<file path="src/rtl/ram_arbiter.sv">
// Two-requester arbiter (CPU core, program loader) for the shared single-port RAM.
// Optional per-requester grant counters are built only when ARB_CNT_EN is defined.
module ram_arbiter #(
  parameter int AW          = 4,
  parameter int DW          = 8,
  parameter int LOADER_PRIO = 1
) (
  input  logic          clk,
  input  logic          rst,
  input  logic          prog_mode,
  input  logic          cpu_req,
  input  logic          cpu_we,
  input  logic [AW-1:0] cpu_addr,
  input  logic [DW-1:0] cpu_wdata,
  output logic          cpu_gnt,
  output logic          cpu_rvalid,
  output logic [DW-1:0] cpu_rdata,
  input  logic          ldr_req,
  input  logic          ldr_we,
  input  logic [AW-1:0] ldr_addr,
  input  logic [DW-1:0] ldr_wdata,
  output logic          ldr_gnt,
  output logic          ldr_rvalid,
  output logic [DW-1:0] ldr_rdata,
  output logic          mem_en,
  output logic          mem_we,
  output logic [AW-1:0] mem_addr,
  output logic [DW-1:0] mem_wdata,
  input  logic [DW-1:0] mem_rdata,
  output logic          busy
`ifdef ARB_CNT_EN
  ,
  input  logic          cnt_clr,
  output logic [7:0]    cpu_cnt,
  output logic [7:0]    ldr_cnt
`endif
);

  localparam logic [1:0] IDLE   = 2'd0;
  localparam logic [1:0] ACCESS = 2'd1;
  localparam logic [1:0] RDATA  = 2'd2;

  localparam logic PRIO_FIXED = (LOADER_PRIO != 0);

  logic [1:0]    state_q, state_d;
  logic          win_ldr_q, win_ldr_d;
  logic          last_ldr_q, last_ldr_d;
  logic          cpu_gnt_q, cpu_gnt_d;
  logic          ldr_gnt_q, ldr_gnt_d;
  logic          cpu_rvalid_q, cpu_rvalid_d;
  logic          ldr_rvalid_q, ldr_rvalid_d;
  logic [DW-1:0] cpu_rdata_q, cpu_rdata_d;
  logic [DW-1:0] ldr_rdata_q, ldr_rdata_d;
  logic          mem_en_q, mem_en_d;
  logic          mem_we_q, mem_we_d;
  logic [AW-1:0] mem_addr_q, mem_addr_d;
  logic [DW-1:0] mem_wdata_q, mem_wdata_d;
  logic          busy_q, busy_d;

  logic cpu_elig;
  logic pick_ldr;

  assign cpu_elig = cpu_req & ~prog_mode;
  // Loader wins outright, or on a tie when fixed priority or the CPU was served last.
  assign pick_ldr = ldr_req & (~cpu_elig | PRIO_FIXED | ~last_ldr_q);

  always_comb begin
    state_d      = state_q;
    win_ldr_d    = win_ldr_q;
    last_ldr_d   = last_ldr_q;
    cpu_gnt_d    = 1'b0;
    ldr_gnt_d    = 1'b0;
    cpu_rvalid_d = 1'b0;
    ldr_rvalid_d = 1'b0;
    cpu_rdata_d  = cpu_rdata_q;
    ldr_rdata_d  = ldr_rdata_q;
    mem_en_d     = 1'b0;
    mem_we_d     = 1'b0;
    mem_addr_d   = mem_addr_q;
    mem_wdata_d  = mem_wdata_q;
    case (state_q)
      IDLE: begin
        if (cpu_elig || ldr_req) begin
          state_d     = ACCESS;
          win_ldr_d   = pick_ldr;
          mem_en_d    = 1'b1;
          mem_we_d    = pick_ldr ? ldr_we    : cpu_we;
          mem_addr_d  = pick_ldr ? ldr_addr  : cpu_addr;
          mem_wdata_d = pick_ldr ? ldr_wdata : cpu_wdata;
          cpu_gnt_d   = ~pick_ldr;
          ldr_gnt_d   = pick_ldr;
        end
      end
      ACCESS: begin
        last_ldr_d = win_ldr_q;
        if (mem_we_q) begin
          state_d = IDLE;
        end else begin
          state_d      = RDATA;
          cpu_rvalid_d = ~win_ldr_q;
          ldr_rvalid_d = win_ldr_q;
        end
      end
      RDATA: begin
        state_d = IDLE;
        if (win_ldr_q) ldr_rdata_d = mem_rdata;
        else           cpu_rdata_d = mem_rdata;
      end
      default: state_d = IDLE;
    endcase
    busy_d = (state_d != IDLE);
  end

  always_ff @(posedge clk or negedge rst) begin
    if (!rst) begin
      state_q      <= IDLE;
      win_ldr_q    <= 1'b0;
      last_ldr_q   <= 1'b0;
      cpu_gnt_q    <= 1'b0;
      ldr_gnt_q    <= 1'b0;
      cpu_rvalid_q <= 1'b0;
      ldr_rvalid_q <= 1'b0;
      cpu_rdata_q  <= '0;
      ldr_rdata_q  <= '0;
      mem_en_q     <= 1'b0;
      mem_we_q     <= 1'b0;
      mem_addr_q   <= '0;
      mem_wdata_q  <= '0;
      busy_q       <= 1'b0;
    end else begin
      state_q      <= state_d;
      win_ldr_q    <= win_ldr_d;
      last_ldr_q   <= last_ldr_d;
      cpu_gnt_q    <= cpu_gnt_d;
      ldr_gnt_q    <= ldr_gnt_d;
      cpu_rvalid_q <= cpu_rvalid_d;
      ldr_rvalid_q <= ldr_rvalid_d;
      cpu_rdata_q  <= cpu_rdata_d;
      ldr_rdata_q  <= ldr_rdata_d;
      mem_en_q     <= mem_en_d;
      mem_we_q     <= mem_we_d;
      mem_addr_q   <= mem_addr_d;
      mem_wdata_q  <= mem_wdata_d;
      busy_q       <= busy_d;
    end
  end

  assign cpu_gnt    = cpu_gnt_q;
  assign ldr_gnt    = ldr_gnt_q;
  assign cpu_rvalid = cpu_rvalid_q;
  assign ldr_rvalid = ldr_rvalid_q;
  assign mem_en     = mem_en_q;
  assign mem_we     = mem_we_q;
  assign mem_addr   = mem_addr_q;
  assign mem_wdata  = mem_wdata_q;
  assign busy       = busy_q;

  // The RAM output register is forwarded during the rvalid cycle; the local copy holds it afterwards.
  assign cpu_rdata = cpu_rvalid_q ? mem_rdata : cpu_rdata_q;
  assign ldr_rdata = ldr_rvalid_q ? mem_rdata : ldr_rdata_q;

`ifdef ARB_CNT_EN
  logic [7:0] cpu_cnt_q, cpu_cnt_d;
  logic [7:0] ldr_cnt_q, ldr_cnt_d;

  always_comb begin
    cpu_cnt_d = cpu_cnt_q;
    ldr_cnt_d = ldr_cnt_q;
    if (cnt_clr) begin
      cpu_cnt_d = '0;
      ldr_cnt_d = '0;
    end else begin
      if (cpu_gnt_q && (cpu_cnt_q != 8'hFF)) cpu_cnt_d = cpu_cnt_q + 8'd1;
      if (ldr_gnt_q && (ldr_cnt_q != 8'hFF)) ldr_cnt_d = ldr_cnt_q + 8'd1;
    end
  end

  always_ff @(posedge clk or negedge rst) begin
    if (!rst) begin
      cpu_cnt_q <= '0;
      ldr_cnt_q <= '0;
    end else begin
      cpu_cnt_q <= cpu_cnt_d;
      ldr_cnt_q <= ldr_cnt_d;
    end
  end

  assign cpu_cnt = cpu_cnt_q;
  assign ldr_cnt = ldr_cnt_q;
`endif

endmodule

</file>
<file path="config.mk">
export PLATFORM = sky130hd
export DESIGN_NAME = ram_arbiter
export DESIGN_NICKNAME = d
export VERILOG_FILES = /design/src/rtl/ram_arbiter.sv
export SDC_FILE = /design/constraint.sdc
export NUM_CORES = 1
export LEC_CHECK = 0
export CORE_MARGIN = 8
export CORE_UTILIZATION = 42
export DETAILED_ROUTE_END_ITERATION = 8
export PLACE_DENSITY = 0.81
export SLEW_MARGIN = 20
export SYNTH_ARGS = -nofsm -noshare
export SYNTH_HDL_FRONTEND = slang
export SYNTH_SLANG_ARGS = --single-unit
</file>
<file path="constraint.sdc">
create_clock -name clk -period 1.5 [get_ports clk]
set_input_delay 0.15 -clock clk [delete_from_list [all_inputs] [get_ports clk]]
set_output_delay 0.15 -clock clk [all_outputs]
set_load 0.005 [all_outputs]
</file>
==> impl_metrics.toml, run 1 <==
[global_route]
grt_pass1_wl_um = 7003
grtUsageTotal_pct = 13.58
antenna_found_initial = 0
grt_pass1_vias = 1530
grt_start_max_net_pins = 39
grt_overflow_total = 0

[worst_setup_path]
end_kind = "output pin"
start_kind = "flop"
cp_data_required_time_ns = 1.35
slowest_delay_ns = 0.50
r2r_cells = 4
critPathSlowestCell = "clkdlybuf4s50_1"
critPathMaxFanout = 9
crit_chain = "buf_12, clkdlybuf4s50_1"
r2r_start = "state_q[0]$_DFF_PN0_"
arrival_ns = 1.29
crit_type = "flop to output pin"
r2r_end = "cpu_rdata_q[0]$_DFFE_PN0P_"
ff2ff_setup_slack_ns = 0.08

[power_and_ir_drop]
ir_drop_uv = 894.4
p_per_area_nw_per_um2 = 1855
p_leak_nw = 1.186
power_mw = 4.968

[synth]
synth-async-reset-ratio_pct = 100.0
yosys_warnings = 0
synth.top_cell.area_share_pct = 53.45
synth_edf_count = 0
synth_area_leaders = "dfrtp_1 (53%), mux2_2 (31%), mux2_4 (5.9%)"
synth-seq-cells = 38
synth_fp_nets = 156
syn_inst = 117
yosys_most_used_dff = "dfrtp_1"
synth_top_cell_by_area = "dfrtp_1"
synth_cell_type_count = 19
seq_area_frac_synth_pct = 53.45
syn_area_um2 = 1779
syn_avg_cell_area_um2 = 15.21

[die]
dieHeight_um = 81.09
core_um2 = 4029
die-area_um2 = 6575
die_w_um = 81.09
io_pins = 74
start_util_pct = 44.16
row_count = 23

[drt]
vias = 1256
dr.pass1.iters = 3
viasPerCell = 4.964
drcViolationCount = 0
antenna_left = 0
drt_wl_total_um = 4202
first_iter_violations = 32
avgRoutedWirePerCell_um = 16.61

[sta]
hold_violations = 0
rsz0062_at_grt = "false"
fmax_mhz = 696.5
tightest_slew_ns = 0.4628
finalCriticalPeriod_ns = 1.436
slew_violations = 0
fin_crit_sh_pct = 95.71
maxSlewHeadroom_pct = 69.15
finalSetupViolCount = 0
fin_skew_ns = 0.01064

[clock_network]
clock-root-buffer = "clkbuf_8"
cts_tree = "yes"
cts_buffers = 5
htreeDepth = 2
clk_latency_ns = 0.28
clock-sinks = 38
clk_pin_slew_worst_paths_ns = 0.08
clockBufferDepth = 2

[finish]
nets = 241
layout-drive-gt1-share_pct = 45.81
regArea_um2 = 950.9
final_cell_mix = "clkdlybuf4s50_1 (55), mux2_2 (44), dfrtp_1 (38)"
final_common_cell = "clkdlybuf4s50_1"
area_delta_synth_final_pct = 50.49
fin_area_um2 = 2678
multi_input_area_um2 = 802.0
final_core_util_pct = 66.46
fin_cells = 253
antennaDiodeCount = 0
n_fill_cell = 301

[run]
drv_cap = 0

[hold_path]
hold_class = "primary input to async pin"

[place]
place.gp.congestion = 0.7322
io_buffers = 73
dpl_cell_area_um2 = 2624
dp_hpwl_um = 3079
placedCellCount = 243

[run_status]
status = "complete, no violations"
==> critical path: cells and delay by family (launching register included) <==
kind / cells / cell delay, ns
buffers and inverters: 2 / 0.64
DFF: 1 / 0.37
==> registers in the layout (all words and copies together) (netlist names) <==
register	count
mem_we	1
ldr_rdata_q	8
ldr_rvalid	1
cpu_gnt	1
mem_en	1
cpu_rdata_q	8
state_q	2
mem_addr	4
ldr_gnt	1
cpu_rvalid	1
mem_wdata	8
busy	1
win_ldr_q	1
==> routing by layer <==
layer / vias to the layer above / GRT usage [%] / part of all wire, % / routed length [um]
li1: 583 / - / - / -
met1: 607 / 14.79 / 41 / 1710
met2: 61 / 22.69 / 46 / 1941
met3: 5 / 7.395 / 12 / 512
met4: 0 / 3.214 / 0.90 / 38
met5: - / 0 / 0 / 0
==> cell type report <==
type                            count  share of cell area, %
Sequential cell                    38                  35.51
Multi-Input combinational cell     73                  29.95
Timing Repair Buffer               83                  28.64
Clock buffer                        7                  3.224
Tap cell                           50                  2.336
Clock inverter                      1                 0.1869
Inverter                            1                 0.1402
==> cells by family after synthesis <==
group | Yosys count | share of synthesized area (%)
muxes | 57 | 37.48
DFF | 38 | 53.45
buffers and inverters | 6 | 2.531
and+or+nand+nor | 13 | 4.853
AOI/OAI and AO/OA | 3 | 1.688
==> per-stage QoR <==
step	setup WS (ns)	hold WS, ns	TNS [ns]
global route	0.01302	0.5051	0
detailed placement	-0.1221	0.2238	-1.129
finish	0.06432	0.4484	0
CTS	-0.006556	0.4501	-0.01278
floorplan	0.1650	-0.1456	0
global placement	-0.08101	0.2153	-0.7057
==> how the worst max path moves through the flow <==
| stage | start | to | cells after the start |
|---|---|---|---|
| 2_1_floorplan | state_q[0]$_DFF_PN0_ | mem_addr[0]$_DFFE_PN0P_ | 4 |
| 3_3_place_gp | ldr_req | mem_wdata[4]$_DFFE_PN0P_ | 4 |
| 3_5_place_dp | ldr_req | mem_wdata[3]$_DFFE_PN0P_ | 4 |
| 4_1_cts | ldr_rvalid$_DFF_PN0_ | ldr_rdata[4] | 3 |
| 5_1_grt | cpu_rvalid$_DFF_PN0_ | cpu_rdata[1] | 3 |
| 6_report | ldr_rvalid$_DFF_PN0_ | ldr_rvalid | 2 |
==> Yosys cell counts, drive strengths merged, types with 2 or more instances <==
cell and n:
nor2b 2, mux2 56, nand2 2, buf 3, dfrtp 38, o21a 2
clkbuf 2, nor2 4
==> repair_timing <==
item	CTS	global route
pin swaps	0	0
buffers inserted	2	0
endpoints found under the setup margin	16	16
endpoints found under the hold margin	38	0
resized for setup	53	14
hold buffers	1	0
cloned	1	0
==> power by group <==
| part | internal (mW) | switching, mW |
|---|---|---|
| clock network | 0.370 | 0.327 |
| registers | 1.52 | 0.284 |
| logic | 1.66 | 0.814 |
| total | 3.54 | 1.42 |
(Power assumes the default switching activity.)
==> run 2, diff against run 1 <==
--- a/config.mk
+++ b/config.mk
@@ -5,10 +5,13 @@
 export SDC_FILE = /design/constraint.sdc
 export NUM_CORES = 1
 export LEC_CHECK = 0
+export ABC_CLOCK_PERIOD_IN_PS = 1830
+export CELL_PAD_IN_SITES_DETAIL_PLACEMENT = 1
+export CELL_PAD_IN_SITES_GLOBAL_PLACEMENT = 1
 export CORE_MARGIN = 8
-export CORE_UTILIZATION = 42
+export CORE_UTILIZATION = 36
 export DETAILED_ROUTE_END_ITERATION = 8
-export PLACE_DENSITY = 0.81
+export PLACE_DENSITY = 0.87
 export SLEW_MARGIN = 20
 export SYNTH_ARGS = -nofsm -noshare
 export SYNTH_HDL_FRONTEND = slang
==> constraint.sdc (replaced) <==
create_clock -name clk -period 1.83 [get_ports clk]
set_input_delay 0.183 -clock clk [delete_from_list [all_inputs] [get_ports clk]]
set_output_delay 0.183 -clock clk [all_outputs]
set_load 0.005 [all_outputs]
==> impl_metrics.toml, run 2 (synthesis results as in run 1) <==
[sta]
maxSlewHeadroom_pct = 43.47
slew_violations = 0
fin_skew_ns = 0.01124
finalSetupViolCount = 0
hold_violations = 0
fin_crit_sh_pct = 98.17
finalCriticalPeriod_ns = 1.797
fin_ws_ns = 0.03346
tightest_slew_ns = 0.8479
holdWs_ns = 0.001213
fmax_mhz = 556.6

[clock_network]
clock-sinks = 38
clk_pin_slew_worst_paths_ns = 0.08
clock-root-buffer = "clkbuf_8"
htreeDepth = 2
cts_buffers = 5
clockBufferDepth = 2
cts_tree = "yes"
clk_latency_ns = 0.29

[drt]
first_iter_violations = 20
drcViolationCount = 0
viasPerCell = 4.764
dr.pass1.iters = 2
vias = 1272
antenna_left = 0
drt_wl_total_um = 4830
avgRoutedWirePerCell_um = 18.09

[worst_setup_path]
start_kind = "flop"
crit_type = "flop to output pin"
critPathMaxFanout = 4
cp_data_required_time_ns = 1.65
arrival_ns = 1.61
end_kind = "output pin"

[power_and_ir_drop]
p_leak_nw = 1.178
seqPwrFrac_pct = 35.2
ir_drop_uv = 606.8
p_int_mw = 2.998
switching_power_mw = 1.217
combPwrFrac_pct = 50.7
switching_share_pct = 28.87
power_mw = 4.215
p_per_area_nw_per_um2 = 1555
clockPowerShare_pct = 14.1

[die]
core_um2 = 4755
start_util_pct = 37.42
die_w_um = 86.30
die-area_um2 = 7448
row_count = 25
dieHeight_um = 86.30
io_pins = 74

[finish]
layout-drive-gt1-share_pct = 38.50
n_fill_cell = 482
final_cell_mix = "clkdlybuf4s50_1 (66), mux2_2 (49), dfrtp_1 (36)"
final_common_cell = "clkdlybuf4s50_1"
area_delta_synth_final_pct = 52.39
final_core_util_pct = 57.03
antennaDiodeCount = 0
fin_area_um2 = 2711
nets = 238

[global_route]
grt_pass1_wl_um = 7652
antenna_found_initial = 0
grt_overflow_total = 0
grtUsageTotal_pct = 13.11
grt_pass1_vias = 1446
grt_start_max_net_pins = 39

[run]
drv_cap = 0

[place]
dpl_cell_area_um2 = 2567
post-place-ws_ns = 0.1171
place.gp.congestion = 0.7124
dp_hpwl_um = 3644
io_buffers = 73

[run_status]
status = "complete, no violations"

[hold_path]
hold_class = "primary input to async pin"
==> run 2: changes by cell type in the layout (fill, tap and decap cells not counted), moves of 2 or more <==
cell	change
buf_2	-5
mux2_4	-5
buf_6	-4
clkdlybuf4s50_1	+11
dfrtp_1	-2
mux2_2	+5
dlymetal6s2s_1	+4
dfrtp_2	+2
clkbuf_2	-8
==> run 2: what timing repair did <==
item,CTS,global route
setup buffers,0,6
gates resized for setup,4,5
setup endpoints to repair,16,14
hold buffers,0,0
==> run 2: layout make-up <==
class                   count  area [um^2]  area share [%]
clock buffers               7        86.33           3.184
well taps                  67        83.83           3.092
inverters                   1        3.754          0.1384
clock inverters             1        5.005          0.1846
repair buffers             80        795.8           29.35
flip-flops and latches     38        953.4           35.16
multi-input cells          73        783.3           28.89
==> run 2: worst max-delay path, cell delays in order, from the launching register on <==
cell             delay, ns
dfrtp_2               0.36
buf_2                 0.18
mux2_2                0.34
clkdlybuf4s50_1       0.44
==> run 2: metal layers <==
metal | track usage [%] | share of wire, %
met5 | 0 | 0
met4 | 2.817 | 0.60
met3 | 8.034 | 13
met2 | 21.48 | 49
met1 | 14.10 | 38
==> run 2: worst paths after layout <==
check                                                   to  cells after the start  slack [ns]                       start
worst max-delay path                          cpu_rdata[6]                      3        0.03        cpu_rvalid$_DFF_PN0_
worst min-delay path            ldr_rdata_q[3]$_DFFE_PN0P_                      1       0.001                         rst
worst max register to register  cpu_rdata_q[4]$_DFFE_PN0P_                      2        0.38        state_q[0]$_DFF_PN0_
worst min register to register  ldr_rdata_q[1]$_DFFE_PN0P_                      1        0.51  ldr_rdata_q[1]$_DFFE_PN0P_
max in group asynchronous             ldr_rvalid$_DFF_PN0_                      1        1.25                         rst
min in group clk                ldr_rdata_q[1]$_DFFE_PN0P_                      1        0.51  ldr_rdata_q[1]$_DFFE_PN0P_
==> run 2: per-stage QoR <==
stage | TNS (ns) | std cells
finish | 0 | 267
global route | -0.03630 | 267
CTS | -0.03036 | 261
detailed placement | 0 | 253
global placement | 0 | 253
floorplan | 0 | 117
==> run 2: power groups by stage <==
stage	Combinational [mW]	Sequential (mW)	Clock [mW]
final	2.14	1.48	0.593
after global routing	2.30	1.54	0.640
after CTS	2.09	1.55	0.607
after detailed placement	2.10	1.55	0
after global placement	2.02	1.51	0
after floorplan	1.02	1.46	0
